[src/rtl/cart_bus_arbiter_if.sv]
// Signal bundle between the three cart requesters, the arbiter and cart_iface.
// The slave modport is the arbiter's view; master is the surrounding environment.
interface cart_bus_arbiter_if;
    logic [2:0]  req;
    logic [2:0]  req_wr;
    logic [47:0] req_addr;
    logic [23:0] req_wdata;
    logic [2:0]  ena_mask;
    logic [2:0]  ack;
    logic [7:0]  rdata;
    logic        err;
    logic [1:0]  grant_id;
    logic        idle;
    logic [15:0] c_addr;
    logic        c_rd;
    logic        c_wr;
    logic [7:0]  c_din;
    logic [7:0]  c_dout;
    logic        c_busy;

    modport slave (
        input  req, req_wr, req_addr, req_wdata, ena_mask, c_dout, c_busy,
        output ack, rdata, err, grant_id, idle, c_addr, c_rd, c_wr, c_din
    );

    modport master (
        output req, req_wr, req_addr, req_wdata, ena_mask, c_dout, c_busy,
        input  ack, rdata, err, grant_id, idle, c_addr, c_rd, c_wr, c_din
    );
endinterface

[src/rtl/cart_bus_arbiter.sv]
// Registered round-robin arbiter sharing the cart_iface port between three requesters.
// Each grant runs one strobe / busy-rise / busy-fall handshake and ends with a one-cycle ack.
module cart_bus_arbiter #(
    parameter int NREQ        = 3,
    parameter int BSY_TIMEOUT = 15,
    parameter int TO_W        = 4
) (
    input  logic                 clk_8m,
    input  logic                 rst,
    cart_bus_arbiter_if.slave    bus
);

    typedef enum logic [2:0] {
        ST_IDLE    = 3'd0,
        ST_ISSUE   = 3'd1,
        ST_WAIT_HI = 3'd2,
        ST_WAIT_LO = 3'd3,
        ST_DONE    = 3'd4
    } state_e;

    localparam logic [TO_W-1:0] TO_LAST = TO_W'(BSY_TIMEOUT - 1);

    function automatic logic [NREQ-1:0] onehot(input logic [1:0] idx);
        onehot = NREQ'(1'b1) << idx;
    endfunction

    state_e            state_q, state_d;
    logic [1:0]        grant_q, grant_d;
    logic [15:0]       addr_q, addr_d;
    logic [7:0]        din_q, din_d;
    logic              wr_q, wr_d;
    logic [TO_W-1:0]   cnt_q, cnt_d;
    logic [NREQ-1:0]   ack_q, ack_d;
    logic [7:0]        rdata_q, rdata_d;
    logic              err_q, err_d;
    logic              rd_stb_q, rd_stb_d;
    logic              wr_stb_q, wr_stb_d;
    logic              idle_q, idle_d;

    logic [NREQ-1:0]   elig_s;
    logic              found_s;
    logic [1:0]        win_s;
    logic [15:0]       sel_addr_s;
    logic [7:0]        sel_wdata_s;
    logic              sel_wr_s;

    // Round-robin pick: search begins one past the last owner and wraps.
    always_comb begin
        elig_s  = bus.req & bus.ena_mask;
        found_s = |elig_s;
        win_s   = 2'd0;
        case (grant_q)
            2'd0: begin
                if (elig_s[1])      win_s = 2'd1;
                else if (elig_s[2]) win_s = 2'd2;
                else                win_s = 2'd0;
            end
            2'd1: begin
                if (elig_s[2])      win_s = 2'd2;
                else if (elig_s[0]) win_s = 2'd0;
                else                win_s = 2'd1;
            end
            default: begin
                if (elig_s[0])      win_s = 2'd0;
                else if (elig_s[1]) win_s = 2'd1;
                else                win_s = 2'd2;
            end
        endcase
    end

    // Select the winner's address, write byte and direction.
    always_comb begin
        sel_addr_s  = bus.req_addr[15:0];
        sel_wdata_s = bus.req_wdata[7:0];
        sel_wr_s    = bus.req_wr[0];
        case (win_s)
            2'd1: begin
                sel_addr_s  = bus.req_addr[31:16];
                sel_wdata_s = bus.req_wdata[15:8];
                sel_wr_s    = bus.req_wr[1];
            end
            2'd2: begin
                sel_addr_s  = bus.req_addr[47:32];
                sel_wdata_s = bus.req_wdata[23:16];
                sel_wr_s    = bus.req_wr[2];
            end
            default: begin
                sel_addr_s  = bus.req_addr[15:0];
                sel_wdata_s = bus.req_wdata[7:0];
                sel_wr_s    = bus.req_wr[0];
            end
        endcase
    end

    // Next-state and next-output logic; strobes and ack are decoded one cycle early so they leave registers.
    always_comb begin
        state_d  = state_q;
        grant_d  = grant_q;
        addr_d   = addr_q;
        din_d    = din_q;
        wr_d     = wr_q;
        cnt_d    = cnt_q;
        ack_d    = '0;
        rdata_d  = rdata_q;
        err_d    = err_q;
        rd_stb_d = 1'b0;
        wr_stb_d = 1'b0;
        case (state_q)
            ST_IDLE: begin
                if (found_s) begin
                    grant_d  = win_s;
                    addr_d   = sel_addr_s;
                    din_d    = sel_wdata_s;
                    wr_d     = sel_wr_s;
                    rd_stb_d = ~sel_wr_s;
                    wr_stb_d = sel_wr_s;
                    state_d  = ST_ISSUE;
                end else begin
                    state_d  = ST_IDLE;
                end
            end
            ST_ISSUE: begin
                cnt_d   = '0;
                state_d = ST_WAIT_HI;
            end
            ST_WAIT_HI: begin
                if (bus.c_busy) begin
                    state_d = ST_WAIT_LO;
                end else if (cnt_q == TO_LAST) begin
                    err_d   = 1'b1;
                    ack_d   = onehot(grant_q);
                    state_d = ST_DONE;
                end else begin
                    cnt_d   = cnt_q + TO_W'(1);
                end
            end
            ST_WAIT_LO: begin
                if (!bus.c_busy) begin
                    if (!wr_q) begin
                        rdata_d = bus.c_dout;
                    end else begin
                        rdata_d = rdata_q;
                    end
                    ack_d   = onehot(grant_q);
                    state_d = ST_DONE;
                end else begin
                    state_d = ST_WAIT_LO;
                end
            end
            ST_DONE: begin
                state_d = ST_IDLE;
            end
            default: begin
                state_d = ST_IDLE;
            end
        endcase
        idle_d = (state_d == ST_IDLE);
    end

    // State and output registers.
    always_ff @(posedge clk_8m) begin
        if (rst) begin
            state_q  <= ST_IDLE;
            grant_q  <= 2'd2;
            addr_q   <= 16'h0000;
            din_q    <= 8'h00;
            wr_q     <= 1'b0;
            cnt_q    <= '0;
            ack_q    <= '0;
            rdata_q  <= 8'h00;
            err_q    <= 1'b0;
            rd_stb_q <= 1'b0;
            wr_stb_q <= 1'b0;
            idle_q   <= 1'b1;
        end else begin
            state_q  <= state_d;
            grant_q  <= grant_d;
            addr_q   <= addr_d;
            din_q    <= din_d;
            wr_q     <= wr_d;
            cnt_q    <= cnt_d;
            ack_q    <= ack_d;
            rdata_q  <= rdata_d;
            err_q    <= err_d;
            rd_stb_q <= rd_stb_d;
            wr_stb_q <= wr_stb_d;
            idle_q   <= idle_d;
        end
    end

    assign bus.ack      = ack_q;
    assign bus.rdata    = rdata_q;
    assign bus.err      = err_q;
    assign bus.grant_id = grant_q;
    assign bus.idle     = idle_q;
    assign bus.c_addr   = addr_q;
    assign bus.c_rd     = rd_stb_q;
    assign bus.c_wr     = wr_stb_q;
    assign bus.c_din    = din_q;

endmodule

[src/flat_wrapper.sv]
// flat-port wrapper written by rule: the top's interface ports become plain ports
module cart_bus_arbiter_flat 
#(
    parameter int NREQ        = 3,
    parameter int BSY_TIMEOUT = 15,
    parameter int TO_W        = 4
)
  (clk_8m, rst, bus_req, bus_req_wr, bus_req_addr, bus_req_wdata, bus_ena_mask, bus_c_dout, bus_c_busy, bus_ack, bus_rdata, bus_err, bus_grant_id, bus_idle, bus_c_addr, bus_c_rd, bus_c_wr, bus_c_din);
  cart_bus_arbiter_if bus_i ();
  input  logic clk_8m;
  input  logic rst;
  input wire logic [$bits(bus_i.req)-1:0] bus_req;
  input wire logic [$bits(bus_i.req_wr)-1:0] bus_req_wr;
  input wire logic [$bits(bus_i.req_addr)-1:0] bus_req_addr;
  input wire logic [$bits(bus_i.req_wdata)-1:0] bus_req_wdata;
  input wire logic [$bits(bus_i.ena_mask)-1:0] bus_ena_mask;
  input wire logic [$bits(bus_i.c_dout)-1:0] bus_c_dout;
  input wire logic [$bits(bus_i.c_busy)-1:0] bus_c_busy;
  output wire logic [$bits(bus_i.ack)-1:0] bus_ack;
  output wire logic [$bits(bus_i.rdata)-1:0] bus_rdata;
  output wire logic [$bits(bus_i.err)-1:0] bus_err;
  output wire logic [$bits(bus_i.grant_id)-1:0] bus_grant_id;
  output wire logic [$bits(bus_i.idle)-1:0] bus_idle;
  output wire logic [$bits(bus_i.c_addr)-1:0] bus_c_addr;
  output wire logic [$bits(bus_i.c_rd)-1:0] bus_c_rd;
  output wire logic [$bits(bus_i.c_wr)-1:0] bus_c_wr;
  output wire logic [$bits(bus_i.c_din)-1:0] bus_c_din;
  assign bus_i.req = bus_req;
  assign bus_i.req_wr = bus_req_wr;
  assign bus_i.req_addr = bus_req_addr;
  assign bus_i.req_wdata = bus_req_wdata;
  assign bus_i.ena_mask = bus_ena_mask;
  assign bus_i.c_dout = bus_c_dout;
  assign bus_i.c_busy = bus_c_busy;
  assign bus_ack = bus_i.ack;
  assign bus_rdata = bus_i.rdata;
  assign bus_err = bus_i.err;
  assign bus_grant_id = bus_i.grant_id;
  assign bus_idle = bus_i.idle;
  assign bus_c_addr = bus_i.c_addr;
  assign bus_c_rd = bus_i.c_rd;
  assign bus_c_wr = bus_i.c_wr;
  assign bus_c_din = bus_i.c_din;
  cart_bus_arbiter #(.NREQ(NREQ), .BSY_TIMEOUT(BSY_TIMEOUT), .TO_W(TO_W)) u_core (.clk_8m(clk_8m), .rst(rst), .bus(bus_i));
endmodule
[config.mk]
export PLATFORM = sky130hd
export DESIGN_NAME = cart_bus_arbiter_flat
export DESIGN_NICKNAME = d
export VERILOG_FILES = /design/src/rtl/cart_bus_arbiter_if.sv /design/src/rtl/cart_bus_arbiter.sv /design/src/flat_wrapper.sv
export SDC_FILE = /design/constraint.sdc
export NUM_CORES = 1
export LEC_CHECK = 0
export CAP_MARGIN = 15
export CORE_MARGIN = 3
export CORE_UTILIZATION = 42
export DETAILED_ROUTE_END_ITERATION = 8
export GPL_TIMING_DRIVEN = 0
export PLACE_DENSITY = 0.86
export SLEW_MARGIN = 0
export SYNTH_ARGS = -nofsm -noshare
export SYNTH_HDL_FRONTEND = slang
export SYNTH_SLANG_ARGS = --single-unit
[constraint.sdc]
create_clock -name clk_8m -period 7.15 [get_ports clk_8m]
set_input_delay 2.145 -clock clk_8m [delete_from_list [all_inputs] [get_ports clk_8m]]
set_output_delay 2.145 -clock clk_8m [all_outputs]
set_load 0.05 [all_outputs]
==> flow_metrics.tcl <==
set metrics [dict create \
    outcome "completed" \
    synth_area_per_cell_sq_um 8.479 \
    relSlewSlack_pct 63.22 \
    clk_pin_slew_worst_paths_ps 100 \
    tightest_slew_ps 550.0 \
    worstSetupStartpointType "input pin" \
    drive_gt1_share_pct 4.695 \
    grt-ovfl-total 0 \
    clock_path_buffers 2 \
    cp_max_fo 10 \
    drc 0 \
    swShare_pct 38.02 \
    p_comb_share_pct 42.1 \
    yosysTopAreaCellShare_pct 40.31 \
    syn_area_sq_um 2434 \
    placed_cells 490 \
    ys_types 40 \
    cap_viol_max_count 0 \
    die_w_um 82.12 \
    drtIter0Drc 109 \
    p_leak_nw 1.559 \
    cts_tree "built" \
    grt_use_total_pct 22.08 \
    yosysMostFrequentCell "dfxtp_1" \
    grt_pass1_wl_um 11610 \
    p_clk_share_pct 20.3 \
    crit_type "input pin to register" \
    synthCells 287 \
    p_seq_share_pct 37.6 \
    yosys-top-cells-area "dfxtp_1, mux2i_1, a22oi_1" \
    fmax_ghz 0.2233 \
    period_share_pct 62.64 \
    layout.nets 521 \
    finalClockSkew_ps 14.88 \
    routedWlPerCell_um 14.91 \
    rsz0062_at_grt "false" \
    switchingPower_mw 0.3154 \
    synth-main-ff-cell "dfxtp_1" \
    rows 27 \
    synthTopCellsByCount "dfxtp_1, nor2_1, mux2i_1" \
    peakVddDrop_uv 132.7 \
    synth_top_cell_by_area "dfxtp_1" \
    hold_buffers 0 \
    dr.pass1.iters 4 \
    diodes 0 \
    cts_sinks 49 \
    die_h_um 82.12 \
    synth-seq-cells 49 \
    cts_made_buffers 5 \
    min_period_ps 4479 \
    drt-vias-per-instance 5.299 \
    fin_setup_tns_ps 0 \
    die-area_sq_um 6744 \
    port_buffers 131 \
    setup_viol 0 \
    totalWireLength_um 7423 \
    drtAntennaViolNets 0 \
    critPathArrivalTime_ps 4720 \
    antenna_found_initial 0 \
    root_buffer "clkbuf_8" \
    grt_pass1_vias 2483 \
    fin_cells 498 \
    io_pins 133 \
    post-cts-setup-buffer-count 0 \
    worstSetupEndpointType "register" \
    worstSkewPairLatency_ps 310 \
    cts_max_level 2 \
    syn_nets 383 \
    slew_violations 0 \
    seq_area_frac_synth_pct 40.31 \
    async_flop_share_pct 0 \
    powerDensity_nw_per_um2 211.4 \
    p_int_mw 0.5143 \
    hpwl_um 5975 \
    core_area_sq_um 5574 \
    areaGrowthSynthToFinish_pct 61.29 \
    rrSetupSlack_ps 4560 \
    num_vias 2639 \
    grt_max_degree 17 \
    yosys_warnings 0 \
    hold_viol_final 0 \
    synth-edff-count 0 \
    cts-resized-gates 0 \
    hp-class "register to register" \
    routabilityCongestion 0.8531 \
    worstPathRequired_ps 7390 \
    start_util_pct 43.66 \
]
## layer usage
layer,share of wire [%],GRT usage (%),vias up
met4,1.5,5.150,0
li1,-,-,1296
met3,7.4,5.857,12
met2,52,41.60,114
met5,0,0,-
met1,39,24.50,1217
## power by group through the flow
stage          combinational, mW  sequential (mW)  clock (mW)
2_1_floorplan              0.141            0.393           0
3_3_place_gp               0.343            0.317           0
3_5_place_dp               0.350            0.318           0
4_1_cts                    0.351            0.312       0.169
5_1_grt                    0.380            0.316       0.179
6_report                   0.349            0.312       0.168
## placed cells by master (no fill, tap or decap), types with 2 or more instances in the layout
cell type / instances
nor2b_1: 2
mux2i_1: 34
nand4_1: 3
dfxtp_1: 49
clkdlybuf4s50_1: 131
a21oi_1: 8
inv_1: 3
nor2_1: 39
nand2_1: 32
nor3b_1: 3
a22oi_1: 26
and3b_1: 2
buf_6: 3
nor4_1: 2
nand2b_1: 2
ha_1: 4
a31oi_1: 3
nand3_1: 2
clkbuf_8: 5
nor3_1: 6
clkbuf_1: 17
o21ai_0: 27
## sequential cells by signal (all words and copies together) (netlist names)
| name | cells |
|---|---|
| u_core.cnt_q | 4 |
| u_core.bus.err | 1 |
| u_core.bus.grant_id | 2 |
| u_core.bus.c_rd | 1 |
| u_core.bus.c_din | 8 |
| u_core.state_q | 3 |
| u_core.bus.ack | 3 |
| u_core.bus.rdata | 8 |
| u_core.bus.idle | 1 |
| u_core.wr_q | 1 |
| u_core.bus.c_addr | 16 |
| u_core.bus.c_wr | 1 |
## area by class of cell
class / count / area, sq um
flip-flops and latches: 49 / 980.9
inverters: 4 / 15.01
plain buffers: 23 / 113.9
fillers: 487 / 1649
clock inverters: 3 / 21.27
well taps: 72 / 90.09
multi-input cells: 211 / 1324
repair buffers: 131 / 1311
clock buffers: 5 / 68.82
## stage by stage
stage,util (%),setup WS (ps),hold WS (ps),power [mW],area [sq um]
floorplan,-,3328,461.4,0.5337,2434
global placement,68.80,2444,455.4,0.6601,3835
detailed placement,68.80,2353,485.5,0.6683,3835
CTS,70.42,2664,506.9,0.8325,3925
global route,70.42,2414,532.3,0.8740,3925
finish,70.42,2671,502.4,0.8298,3925
## kinds of logic after synthesis
| family | share of synthesized area (%) |
|---|---|
| muxes | 13.98 |
| DFF | 40.31 |
| AOI/OAI and AO/OA | 18.92 |
| and+or+nand+nor | 19.44 |
| adders and majority gates | 2.057 |
| buffers and inverters | 5.295 |
## worst max-delay path, cell delays in order
cell	delay, ps
clkdlybuf4s50_1	480
a22oi_1	290
nand2_1	90
a21oi_1	190
a21o_1	110
ha_1	140
clkbuf_1	300
clkbuf_1	420
a22oi_1	160
o21ai_0	200
mux2i_1	100
nor2_1	90
## path summary, 6_finish.rpt
kind / from / to / depth (start not counted)
max: bus_req[0] / u_core.bus.c_addr[13]$_SDFFE_PP0P_ / 12
min: u_core.bus.err$_SDFFE_PP0P_ / u_core.bus.err$_SDFFE_PP0P_ / 2
max reg2reg: u_core.bus.grant_id[1]$_SDFFE_PP1P_ / u_core.bus.c_addr[13]$_SDFFE_PP0P_ / 10
min reg2reg: u_core.bus.err$_SDFFE_PP0P_ / u_core.bus.err$_SDFFE_PP0P_ / 2
Power figures use the tool's default switching activity.
==> patch: new RTL, same flow settings <==
`BSY_TIMEOUT` is set to 15 in 2 places; all go to 7.
--- a/src/rtl/cart_bus_arbiter.sv
+++ b/src/rtl/cart_bus_arbiter.sv
@@ -2,7 +2,7 @@
 // Each grant runs one strobe / busy-rise / busy-fall handshake and ends with a one-cycle ack.
 module cart_bus_arbiter #(
     parameter int NREQ        = 3,
-    parameter int BSY_TIMEOUT = 15,
+    parameter int BSY_TIMEOUT = 7,
     parameter int TO_W        = 4
 ) (
     input  logic                 clk_8m,
--- a/src/flat_wrapper.sv
+++ b/src/flat_wrapper.sv
@@ -2,7 +2,7 @@
 module cart_bus_arbiter_flat 
 #(
     parameter int NREQ        = 3,
-    parameter int BSY_TIMEOUT = 15,
+    parameter int BSY_TIMEOUT = 7,
     parameter int TO_W        = 4
 )
   (clk_8m, rst, bus_req, bus_req_wr, bus_req_addr, bus_req_wdata, bus_ena_mask, bus_c_dout, bus_c_busy, bus_ack, bus_rdata, bus_err, bus_grant_id, bus_idle, bus_c_addr, bus_c_rd, bus_c_wr, bus_c_din);
Check against the original RTL: not equivalent (Yosys sat finds a counterexample within 10 cycles, from zero or initial values and one cycle with rst high).
==> patch against the original RTL <==
- sequential cell count did not move
- global-route usage increased by 0.47 points
- clock power up 21%
- register-to-register slack got worse by 0.11 ns
- non-clock buffer count unchanged
- highest routed layer unchanged
- first-iteration DRC count decreased by 10%
- area after synthesis is 0.15% higher
- power up 4.6%
- critical endpoint is now u_core.bus.c_addr[5]
- routed wire length up 2.9%
- design area is 0.77% higher
- sequential share of layout area shrank 0.19 points
- worst setup slack got worse by 0.018 ns
==> patch: results (changes against the original RTL) <==
largest net degree at the start of global routing=15 (-2); Slew HR=60.4% (-2.9 points); worst clock skew=0.00483 ns (-0.0100 ns); Initial DRC Count=98 (-10%); CTS Buf Count=5 (unchanged); RePlAce Congestion=0.868 (+1.7%); ranking of synthesized cells by area=dfxtp_1 40%, mux2i_1 14%, a22oi_1 8.0%; vias in the first global route=2541 (+2.3%); GRT Util Overall=22.6% (+0.47 points); global-route wire length before repair=11800 µm (+1.7%); fraction of registers with async set/reset=0% (unchanged); dpl cells=491 (+0.20%); synth warn=0 (unchanged); status=finished, final reports clean; CP top delay family=buffers and inverters; final WL=7640 µm (+2.9%); syn nets=384 (+0.26%); CP arrival=4.73 ns (about the same); WL/cell=15.3 µm (+2.7%); Clock Pin Slew Worst Setup and Hold Paths=0.09 ns; DP HPWL=6030 µm (+0.91%); initial antenna violation count=0 (unchanged); H-tree lvl count=2 (unchanged); Syn Inst Count=288 (+0.35%); max reg flops=16 (unchanged); post-CTS setup buffers=0 (unchanged); Crit-path slowest cell=clkdlybuf4s50_1; dpl cell area=3840 µm² (about the same); Fin. Hold Viols=0 (unchanged); critical path's largest stage delay=0.49 ns; nets@finish=522 (+0.19%); Worst VDD drop=0.119 mV (-10%); Worst-Skew Late Latency=0.30 ns; share of layout cells above drive strength 1=4.22% (-0.48 points); Synth cell types=40 (unchanged); Port Buffers=131 (unchanged); routed vias/inst=5.19 (-2.1%); Seq/Total Area, Yosys=40.2% (-0.062 points); clk buf depth=2 (unchanged); Leak=1.58 nW (+1.2%); DRT Pass-1 Iters=5 (+1); Max FO, Critical Path=10 (unchanged); most frequent cells after synthesis=49 x dfxtp_1, 39 x nor2_1, 34 x mux2i_1
## patch: per-stage QoR
step	hold slack [ns]	setup WS [ns]
floorplan	0.461	3.33
global placement	0.456	2.44
global route	0.522	2.39
finish	0.485	2.65
CTS	0.489	2.66
detailed placement	0.466	2.39
## patch: cell families (layout without fill, tap and decap cells)
group                      Yosys count  in the layout  synth area share (%)
muxes                               34             34                  14.0
DFF                                 49             49                  40.2
AOI/OAI and AO/OA                   71             71                  18.7
buffers and inverters               27            166                  5.29
adders and majority gates            4              4                  2.05
and+or+nand+nor                    103            103                  19.8
## patch: layer usage
metal / share of wire [%] / up-vias / track usage (%)
met2: 51 / 88 / 40.0
met3: 7.2 / 9 / 7.05
met5: 0 / - / 0
met4: 1.0 / 0 / 6.48
met1: 41 / 1197 / 25.8
li1: - / 1295 / -
## patch: worst paths after layout
check                           depth (start not counted)                   start  slack, ns              endpoint
worst max-delay path                                   12              bus_req[0]       2.65  u_core.bus.c_addr[5]
worst min-delay path                                    2          u_core.bus.err       0.48        u_core.bus.err
worst max register to register                         10  u_core.bus.grant_id[1]       4.45  u_core.bus.c_addr[5]
worst min register to register                          2          u_core.bus.err       0.48        u_core.bus.err
## patch: power breakdown
part | leakage, nW | switching [W] | total, W | internal, W
registers | 0.399 | 0.0000167 | 0.000314 | 0.000297
logic | 1.12 | 0.000204 | 0.000351 | 0.000147
clock network | 0.0585 | 0.0000893 | 0.000203 | 0.000114
total | 1.58 | 0.000310 | 0.000868 | 0.000558
## patch: cell type report
class | instances | area (µm²)
plain buffers | 23 | 114
clock buffers | 7 | 86.3
clock inverters | 1 | 30.0
fillers | 477 | 1620
inverters | 4 | 15.0
multi-input cells | 212 | 1330
flip-flops and latches | 49 | 981
well taps | 72 | 90.1
repair buffers | 131 | 1310
